### config.mk
export PLATFORM = sky130hd
export DESIGN_NAME = seq_alu
export DESIGN_NICKNAME = d
export VERILOG_FILES = /design/src/rtl/seq_alu.sv
export SDC_FILE = /design/constraint.sdc
export NUM_CORES = 1
export LEC_CHECK = 0
export CAP_MARGIN = 0
export CORE_ASPECT_RATIO = 1.5
export CORE_UTILIZATION = 43
export DETAILED_ROUTE_END_ITERATION = 7
export PLACE_DENSITY = 0.68
export SKIP_CTS_REPAIR_TIMING = 1
export SLEW_MARGIN = 0
export SYNTH_ARGS = -nofsm -noshare
export SYNTH_HDL_FRONTEND = slang
export SYNTH_SLANG_ARGS = --single-unit
### constraint.sdc
create_clock -name clock -period 3.4 [get_ports clock]
set_input_delay 0.34 -clock clock [delete_from_list [all_inputs] [get_ports clock]]
set_output_delay 0.34 -clock clock [all_outputs]
set_load 0.05 [all_outputs]
### src/rtl/seq_alu.sv
// rtl/seq_alu.sv - handshaked ALU with single-cycle ops and iterative shift-add multiply
`timescale 1ns/1ps

module seq_alu #(
   parameter int WIDTH = 8
) (
   input  logic                 clock,
   input  logic                 reset,
   input  logic                 in_valid,
   output logic                 in_ready,
   input  logic [WIDTH-1:0]     a,
   input  logic [WIDTH-1:0]     b,
   input  logic [2:0]           op,
   output logic                 out_valid,
   input  logic                 out_ready,
   output logic [2*WIDTH-1:0]   result,
   output logic                 zero,
   output logic                 err
);

   localparam int CW = $clog2(WIDTH);
   localparam logic [CW-1:0] LAST = CW'(WIDTH - 1);

   localparam logic [2:0] OP_ADD = 3'd0;
   localparam logic [2:0] OP_SUB = 3'd1;
   localparam logic [2:0] OP_XOR = 3'd2;
   localparam logic [2:0] OP_MUL = 3'd3;
   localparam logic [2:0] OP_AND = 3'd4;
   localparam logic [2:0] OP_OR  = 3'd5;

   typedef enum logic [1:0] {
      S_IDLE,
      S_MUL,
      S_HOLD
   } state_t;

   state_t               state_q, state_d;
   logic [WIDTH-1:0]     a_q, a_d;
   logic [WIDTH-1:0]     b_q, b_d;
   logic [CW-1:0]        cnt_q, cnt_d;
   logic [2*WIDTH-1:0]   acc_q, acc_d;
   logic [2*WIDTH-1:0]   result_q, result_d;
   logic                 zero_q, zero_d;
   logic                 err_q, err_d;

   logic                 accept;
   logic [WIDTH:0]       sum_w;
   logic [WIDTH:0]       diff_w;
   logic [2*WIDTH-1:0]   calc_res;
   logic                 calc_err;
   logic [2*WIDTH-1:0]   partial;
   logic [2*WIDTH-1:0]   acc_next;

   assign in_ready  = (state_q == S_IDLE) || ((state_q == S_HOLD) && out_ready);
   assign out_valid = (state_q == S_HOLD);
   assign accept    = in_valid && in_ready;
   assign result    = result_q;
   assign zero      = zero_q;
   assign err       = err_q;

   // Extra top bit carries the carry (ADD) or the borrow (SUB, modulo 2^(WIDTH+1)).
   assign sum_w  = {1'b0, a} + {1'b0, b};
   assign diff_w = {1'b0, a} - {1'b0, b};

   assign partial  = b_q[cnt_q] ? ({{WIDTH{1'b0}}, a_q} << cnt_q) : '0;
   assign acc_next = acc_q + partial;

   always_comb begin
      calc_res = '0;
      calc_err = 1'b0;
      case (op)
         OP_ADD:  calc_res = {{(WIDTH-1){1'b0}}, sum_w};
         OP_SUB:  calc_res = {{(WIDTH-1){1'b0}}, diff_w};
         OP_XOR:  calc_res = {{WIDTH{1'b0}}, a ^ b};
         OP_AND:  calc_res = {{WIDTH{1'b0}}, a & b};
         OP_OR:   calc_res = {{WIDTH{1'b0}}, a | b};
         OP_MUL:  calc_res = '0;
         default: calc_err = 1'b1;
      endcase
   end

   always_comb begin
      state_d  = state_q;
      a_d      = a_q;
      b_d      = b_q;
      cnt_d    = cnt_q;
      acc_d    = acc_q;
      result_d = result_q;
      zero_d   = zero_q;
      err_d    = err_q;
      case (state_q)
         S_IDLE, S_HOLD: begin
            if (accept) begin
               a_d = a;
               b_d = b;
               if (op == OP_MUL) begin
                  acc_d   = '0;
                  cnt_d   = '0;
                  state_d = S_MUL;
               end else begin
                  result_d = calc_res;
                  zero_d   = (calc_res == '0);
                  err_d    = calc_err;
                  state_d  = S_HOLD;
               end
            end else if ((state_q == S_HOLD) && out_ready) begin
               state_d = S_IDLE;
            end
         end
         S_MUL: begin
            acc_d = acc_next;
            cnt_d = cnt_q + CW'(1);
            if (cnt_q == LAST) begin
               result_d = acc_next;
               zero_d   = (acc_next == '0);
               err_d    = 1'b0;
               state_d  = S_HOLD;
            end
         end
         default: state_d = S_IDLE;
      endcase
   end

   always_ff @(posedge clock or posedge reset) begin
      if (reset) begin
         state_q  <= S_IDLE;
         a_q      <= '0;
         b_q      <= '0;
         cnt_q    <= '0;
         acc_q    <= '0;
         result_q <= '0;
         zero_q   <= 1'b0;
         err_q    <= 1'b0;
      end else begin
         state_q  <= state_d;
         a_q      <= a_d;
         b_q      <= b_d;
         cnt_q    <= cnt_d;
         acc_q    <= acc_d;
         result_q <= result_d;
         zero_q   <= zero_d;
         err_q    <= err_d;
      end
   end

endmodule

==> summary.txt, run 1 <==
Global routing
  – Grt ovf: 0
  – Initial antenna violation count: 0
  – First-pass GRT wire length: 21,100 microns
  – Number of global-route vias before repair: 4,238
  – GR peak layer: met2
  – Largest net degree at the start of global routing: 36
  – Total GRT Usage: 25.4%
  – Met2 Resource Use GR: 48.8%
  – M3 GR Usage: 2.54%
  – GR Layer Usage met1: 26.8%

Synth
  – Share of the synthesized area in the top cell type: 30.8%
  – Mapped Avg Cell Area: 8.82 sq um
  – Mapped Cells: 507
  – EDFF count, synth: 0
  – Syn nets: 574
  – Unique masters post-synth: 70
  – Synthesized cell area: 4470 sq um
  – Synth area leaders: dfrtp_1, ha_1, mux2_2
  – Synth Register Bits: 55
  – Sequential share of the synthesized area: 30.8%
  – Yosys warning total: 0
  – Asr flop ratio synth: 100%
  – Synth area leader: dfrtp_1
  – Top post-synthesis cells by count: dfrtp_1, nand2_1, nor2_1
  – Main synth FF type: dfrtp_1

Floorplan
  – Total core area: 10,100 sq um
  – Die Y: 127 microns
  – Initial Util: 44.1%
  – Num ports: 43
  – Cell row count: 45
  – Die W: 85.3 microns
  – Die area: 10,800 sq um

Cells and area
  – ANT cells: 0
  – Layout fillers: 905
  – Multi-input logic area: 3010 sq um
  – Finished Layout Cells: 734
  – Reg area: 1380 sq um
  – Nets@finish: 683
  – Area growth syn-to-layout: 32.1%
  – Share of layout cells above drive strength 1: 25.3%

CTS
  – Clk slew on worst S/H paths: 0.08 ns
  – Worst skew pair latency: 0.30 ns
  – CTS H-Tree Depth: 2
  – Num CTS Buffers: 5
  – CTS root buffer: clkbuf_16
  – Bufs on Longest Clock Path: 2
  – CTS tree: done
  – CTS sink cnt: 55

Critical path
  – Worst R2R Setup Slack: 0.03 ns
  – Worst setup path startpoint: cnt_q[0]
  – Nature of the critical path endpoint: flip-flop
  – Critical path class: reg -> reg
  – Critical Path RT: 3.64 ns
  – Worst EP arrival: 3.61 ns
  – Startpoint type of the worst setup path: flip-flop
  – Reg-to-Reg Start: cnt_q[0]
  – R2r worst-path depth: 12
  – Critical path peak fanout: 6

STA
  – Final min period: 3.37 ns
  – Final WS setup: 0.0349 ns
  – Final Hold Fails: 0
  – F_max: 297 MHz
  – Part of the cycle the worst path needs: 99.0%
  – Relative slew slack: 52.5%
  – Unrepaired setup endpoints after global routing: true
  – Setup violators final: 0
  – Clk_skew: 0.00988 ns
  – Worst hold slack: 0.435 ns
  – Slew @ Worst Pin: 0.711 ns
  – Max-slew violation count: 0

Routing
  – Drt wl/cell: 18.4 microns
  – Remaining DRCs: 0
  – DR iter-0 viols: 198
  – Vias: 4,257
  – Routed Antenna Nets: 0
  – Routed wire length: 13,500 microns
  – Vias per inst: 5.80
  – Pre-antenna DRT Iters: 4

Placement
  – Dpl ws: -0.253 ns
  – Placed Instances: 712
  – RePlAce Congestion: 0.922
  – IO Port Bufs: 42
  – DP HPWL: 10,500 microns

Flow run
  – Max-cap violations: 0

Status
  – Outcome: finished clean

Min path
  – HP Class: in -> async

Pwr
  – Peak VDD IR: 0.428 mV
  – Leakage power: 2.76 nW
  – Power density over the cells: 803 nW/um^2
-- final cells by class --
cell class,count,share of cell area (%)
clock buffer,6,2.18
tap,117,2.48
timing repair buffer,127,18.1
multi-input combinational,397,51.0
sequential,55,23.3
inverter,30,1.91
clock inverter,2,1.02
-- metrics by stage --
stage | utilization, % | setup TNS, ns | cell area (sq um) | power, mW
global placement | 54.0 | -0.378 | 5470 | 3.59
detailed placement | 54.0 | -0.433 | 5470 | 3.64
finish | 58.3 | 0 | 5910 | 4.74
floorplan | - | -0.0216 | 4490 | 2.65
global route | 58.3 | -0.104 | 5910 | 5.00
CTS | 55.8 | -0.113 | 5660 | 4.33
-- cells by family (layout without fill, tap and decap cells) --
family,count (synthesis),after routing,synth area share (%)
AND/OR/NAND/NOR,157,157,16.6
AO/OA/AOI/OAI,143,143,22.4
flip-flops,55,55,30.8
buffers and inverters,55,165,5.17
adder cells (fa/ha/maj),44,44,12.6
multiplexers,31,31,8.03
XOR/XNOR,22,22,4.31
-- where the power goes --
part,leakage (nW),internal (mW),switching [mW]
sequential,0.702,0.830,0.134
combinational,1.96,1.45,1.66
clock,0.0911,0.423,0.248
total,2.76,2.70,2.04
-- cell usage in the layout (no fill, tap or decap), types with 8 or more instances in the layout --
cell,n
nand2_1,53
clkdlybuf4s50_1,42
o21a_1,8
nand3_1,10
ha_1,40
o21ai_0,14
a211oi_1,9
o21ai_1,13
a21oi_1,21
inv_1,25
nor3_1,9
xnor2_1,14
a21oi_2,8
buf_4,81
mux2_2,19
a22o_1,9
dfrtp_1,53
nor2_1,45
mux2i_1,9
-- per-layer routing --
layer	share of wire [%]	vias up
met5	0	-
met4	4.8	0
met3	3.5	30
met2	54	114
met1	38	2064
li1	-	2049
-- path summary, 6_finish.rpt --
check	endpoint
min reg2reg	result[10]
max in group asynchronous	cnt_q[0]
max reg2reg	zero
min	acc_q[15]
max	zero
min in group clock	result[10]
-- flip-flops by register name, indices dropped and copies added (netlist names) --
register	count
err	1
state_q	2
a_q	8
b_q	8
zero	1
result	16
acc_q	16
cnt_q	3
-- worst max-delay path: stages (launching register included) --
cell	delay, ns
dfrtp_2	0.41
mux4_2	0.52
nand2_2	0.12
and2_4	0.16
buf_6	0.12
a211oi_2	0.04
ha_1	0.36
a21oi_2	0.20
o21ai_2	0.11
or4_1	0.49
a211o_1	0.36
nor4_4	0.22
a41o_1	0.19
(Power assumes the default switching activity.)
==> run 2: changes to the inputs <==
--- a/config.mk
+++ b/config.mk
@@ -11,7 +11,6 @@
 export DETAILED_ROUTE_END_ITERATION = 7
 export PLACE_DENSITY = 0.68
 export SKIP_CTS_REPAIR_TIMING = 1
-export SLEW_MARGIN = 0
 export SYNTH_ARGS = -nofsm -noshare
 export SYNTH_HDL_FRONTEND = slang
 export SYNTH_SLANG_ARGS = --single-unit
==> results of run 2 <==
No change in the layout: final DEF, timing and power equal those of run 1.
==> run 3: changes to the inputs <==
--- a/config.mk
+++ b/config.mk
@@ -9,8 +9,9 @@
 export CORE_ASPECT_RATIO = 1.5
 export CORE_UTILIZATION = 43
 export DETAILED_ROUTE_END_ITERATION = 7
-export PLACE_DENSITY = 0.68
+export PLACE_DENSITY = 0.66
 export SKIP_CTS_REPAIR_TIMING = 1
+export SLEW_MARGIN = 20
 export SYNTH_ARGS = -nofsm -noshare
 export SYNTH_HDL_FRONTEND = slang
 export SYNTH_SLANG_ARGS = --single-unit
==> constraint.sdc (replaced) <==
create_clock -name clock -period 3.19 [get_ports clock]
set_input_delay 0.319 -clock clock [delete_from_list [all_inputs] [get_ports clock]]
set_output_delay 0.319 -clock clock [all_outputs]
set_load 0.05 [all_outputs]
==> run 3 against run 2 <==
  * The run now ends with negative setup slack left
  * Clock power shrank 11%
  * Flip-flop and latch count did not move
  * Clock skew grew 0.0039 ns
  * Core utilization rose by 5.4 points
  * Die area stayed put
  * Register-to-register slack got worse by 0.19 ns
==> summary.txt, run 3 (same netlist as run 1, synthesis figures left out) <==
Status
  – Outcome: finished with violations (was finished clean)
  – Failing checks: negative setup slack

Global routing
  – Largest net degree at the start of global routing: 32 (was 36)
  – Initial antenna violation count: 0 (unchanged)
  – Total GRT Usage: 25.5% (was 25.4%)
  – Number of global-route vias before repair: 4,306 (was 4,238)
  – First-pass GRT wire length: 21,200 microns (was 21,100 microns)
  – Grt ovf: 0 (unchanged)

Floorplan
  – Die Y: 127 microns (unchanged)
  – Total core area: 10,100 sq um (unchanged)
  – Die W: 85.3 microns (unchanged)
  – Num ports: 43 (unchanged)
  – Cell row count: 45 (unchanged)
  – Die area: 10,800 sq um (unchanged)
  – Initial Util: 44.1% (unchanged)

Placement
  – RePlAce Congestion: 0.972 (was 0.922)
  – IO Port Bufs: 42 (unchanged)
  – Placed Instances: 744 (was 712)
  – DP HPWL: 10,700 microns (was 10,500 microns)

STA
  – Worst hold slack: 0.437 ns (was 0.435 ns)
  – Setup TNS: -0.243 ns (was 0 ns)
  – Max-slew violation count: 0 (unchanged)
  – Final Hold Fails: 0 (unchanged)
  – Clk_skew: 0.0138 ns (was 0.00988 ns)
  – Setup violators final: 3 (was 0)
  – F_max: 299 MHz (was 297 MHz)
  – Unrepaired setup endpoints after global routing: true (unchanged)
  – Relative slew slack: 53.2% (was 52.5%)
  – Slew @ Worst Pin: 0.694 ns (was 0.711 ns)
  – Final WS setup: -0.152 ns (was 0.0349 ns)
  – Part of the cycle the worst path needs: 105% (was 99.0%)
  – Final min period: 3.34 ns (was 3.37 ns)

Routing
  – Pre-antenna DRT Iters: 5 (was 4)
  – Vias: 4,445 (was 4,257)
  – Vias per inst: 5.80 (about the same)
  – Remaining DRCs: 0 (unchanged)
  – Drt wl/cell: 18.5 microns (was 18.4 microns)
  – DR iter-0 viols: 301 (was 198)
  – Routed Antenna Nets: 0 (unchanged)
  – Routed wire length: 14,200 microns (was 13,500 microns)

Critical path
  – Critical path class: reg -> reg (unchanged)
  – Nature of the critical path endpoint: flip-flop (unchanged)
  – Critical path's slowest cell: mux4_2 (unchanged)
  – Startpoint type of the worst setup path: flip-flop (unchanged)
  – CP peak stage delay: 0.55 ns (was 0.52 ns)
  – Critical path peak fanout: 4 (was 6)
  – Critical Path RT: 3.43 ns (was 3.64 ns)
  – Reg-to-Reg Start: cnt_q[0] (unchanged)
  – R2r worst-path depth: 12 (unchanged)
  – Worst EP arrival: 3.58 ns (was 3.61 ns)
  – Cells along the critical path: mux4_2, nand2_4, and2_4, a21oi_4, ha_4, and2_4, a221oi_4, a21oi_4, or4_1, a211o_1, nor4_2, a41o_1 (was mux4_2, nand2_2, and2_4, buf_6, a211oi_2, ha_1, a21oi_2, o21ai_2, or4_1, a211o_1, nor4_4, a41o_1)
  – Crit-path leading delay family: simple AND/OR/NAND/NOR gates (unchanged)
  – Crit path depth: 12 (unchanged)
  – R2r endpoint: zero (unchanged)
  – Worst path buffer plus inverter count: 0 (was 1)
  – Worst R2R Setup Slack: -0.15 ns (was 0.03 ns)

CTS
  – CTS H-Tree Depth: 2 (unchanged)
  – CTS root buffer: clkbuf_16 (unchanged)
  – Worst skew pair latency: 0.31 ns (was 0.30 ns)
  – Clk slew on worst S/H paths: 0.08 ns (about the same)
  – CTS sink cnt: 55 (unchanged)
  – CTS tree: done (unchanged)
  – Num CTS Buffers: 5 (unchanged)
  – Bufs on Longest Clock Path: 2 (unchanged)

Flow run
  – Max-cap violations: 0 (unchanged)

Pwr
  – Leakage power: 3.02 nW (was 2.76 nW)
  – Power density over the cells: 868 nW/um^2 (was 803 nW/um^2)
  – Total power draw: 5.61 mW (was 4.74 mW)
  – Peak VDD IR: 0.410 mV (was 0.428 mV)

Cells and area
  – Layout fillers: 836 (was 905)
  – Reg area: 1380 sq um (about the same)
  – Finished Layout Cells: 767 (was 734)
  – ANT cells: 0 (unchanged)
  – Share of layout cells above drive strength 1: 35.2% (was 25.3%)
  – Most frequent cells in the layout: buf_4, dfrtp_1, nand2_1 (was buf_4, nand2_1, dfrtp_1)
  – Nets@finish: 716 (was 683)
  – Area growth syn-to-layout: 44.4% (was 32.1%)
  – Commonest non-fill, non-tap cell in the layout: buf_4 (unchanged)
  – Multi-input logic area: 3310 sq um (was 3010 sq um)

Min path
  – HP Class: in -> async (unchanged)
run 3: cell types whose count changed in the layout (fill, tap and decap cells not counted), sizes merged:
cell      delta
clkbuf       -1
bufinv       -2
clkinvlp     +1
clkinv       +1
buf         +34
run 3: how the worst max path moves through the flow:
stage                     startpoint   end  slack, ns
after floorplan             cnt_q[0]  zero      -0.23
after global placement         op[2]  zero      -0.30
after detailed placement       op[2]  zero      -0.37
after CTS                   cnt_q[1]  zero      -0.26
after global routing        cnt_q[0]  zero      -0.26
final                       cnt_q[0]  zero      -0.15
run 3: worst register-to-register path, stage by stage, from the launching register on:
cell,delay (ns)
dfrtp_1,0.43
mux4_2,0.55
nand2_4,0.11
and2_4,0.17
a21oi_4,0.04
ha_4,0.26
and2_4,0.16
a221oi_4,0.29
a21oi_4,0.12
or4_1,0.51
a211o_1,0.30
nor4_2,0.16
a41o_1,0.19
run 3: through the flow:
stage / instance area, sq um / util (%) / setup slack (ns)
finish: 6460 / 63.7 / -0.152
global route: 6460 / 63.7 / -0.259
CTS: 5870 / 57.9 / -0.258
detailed placement: 5710 / 56.4 / -0.369
global placement: 5710 / 56.4 / -0.302
floorplan: 4490 / - / -0.232
run 3: final cells by class:
cell class | instances | share of cell area, %
clock buffer | 6 | 2.15
timing repair buffer | 160 | 21.0
inverter | 30 | 1.74
multi-input combinational | 397 | 51.3
sequential | 55 | 21.3
tap | 117 | 2.27
clock inverter | 2 | 0.252
run 3: metal layers:
| metal | track usage (%) | vias to the layer above | wire length, microns |
|---|---|---|---|
| met5 | 0 | - | 0 |
| met4 | 17.7 | 0 | 941 |
| li1 | - | 2125 | - |
| met2 | 46.1 | 147 | 7460 |
| met3 | 3.12 | 59 | 441 |
| met1 | 27.1 | 2114 | 5360 |
run 3: power by group:
group	total [mW]	internal [mW]	switching, mW
clock network	0.594	0.315	0.279
registers	1.05	0.883	0.167
logic	3.96	1.93	2.03
total	5.61	3.13	2.48
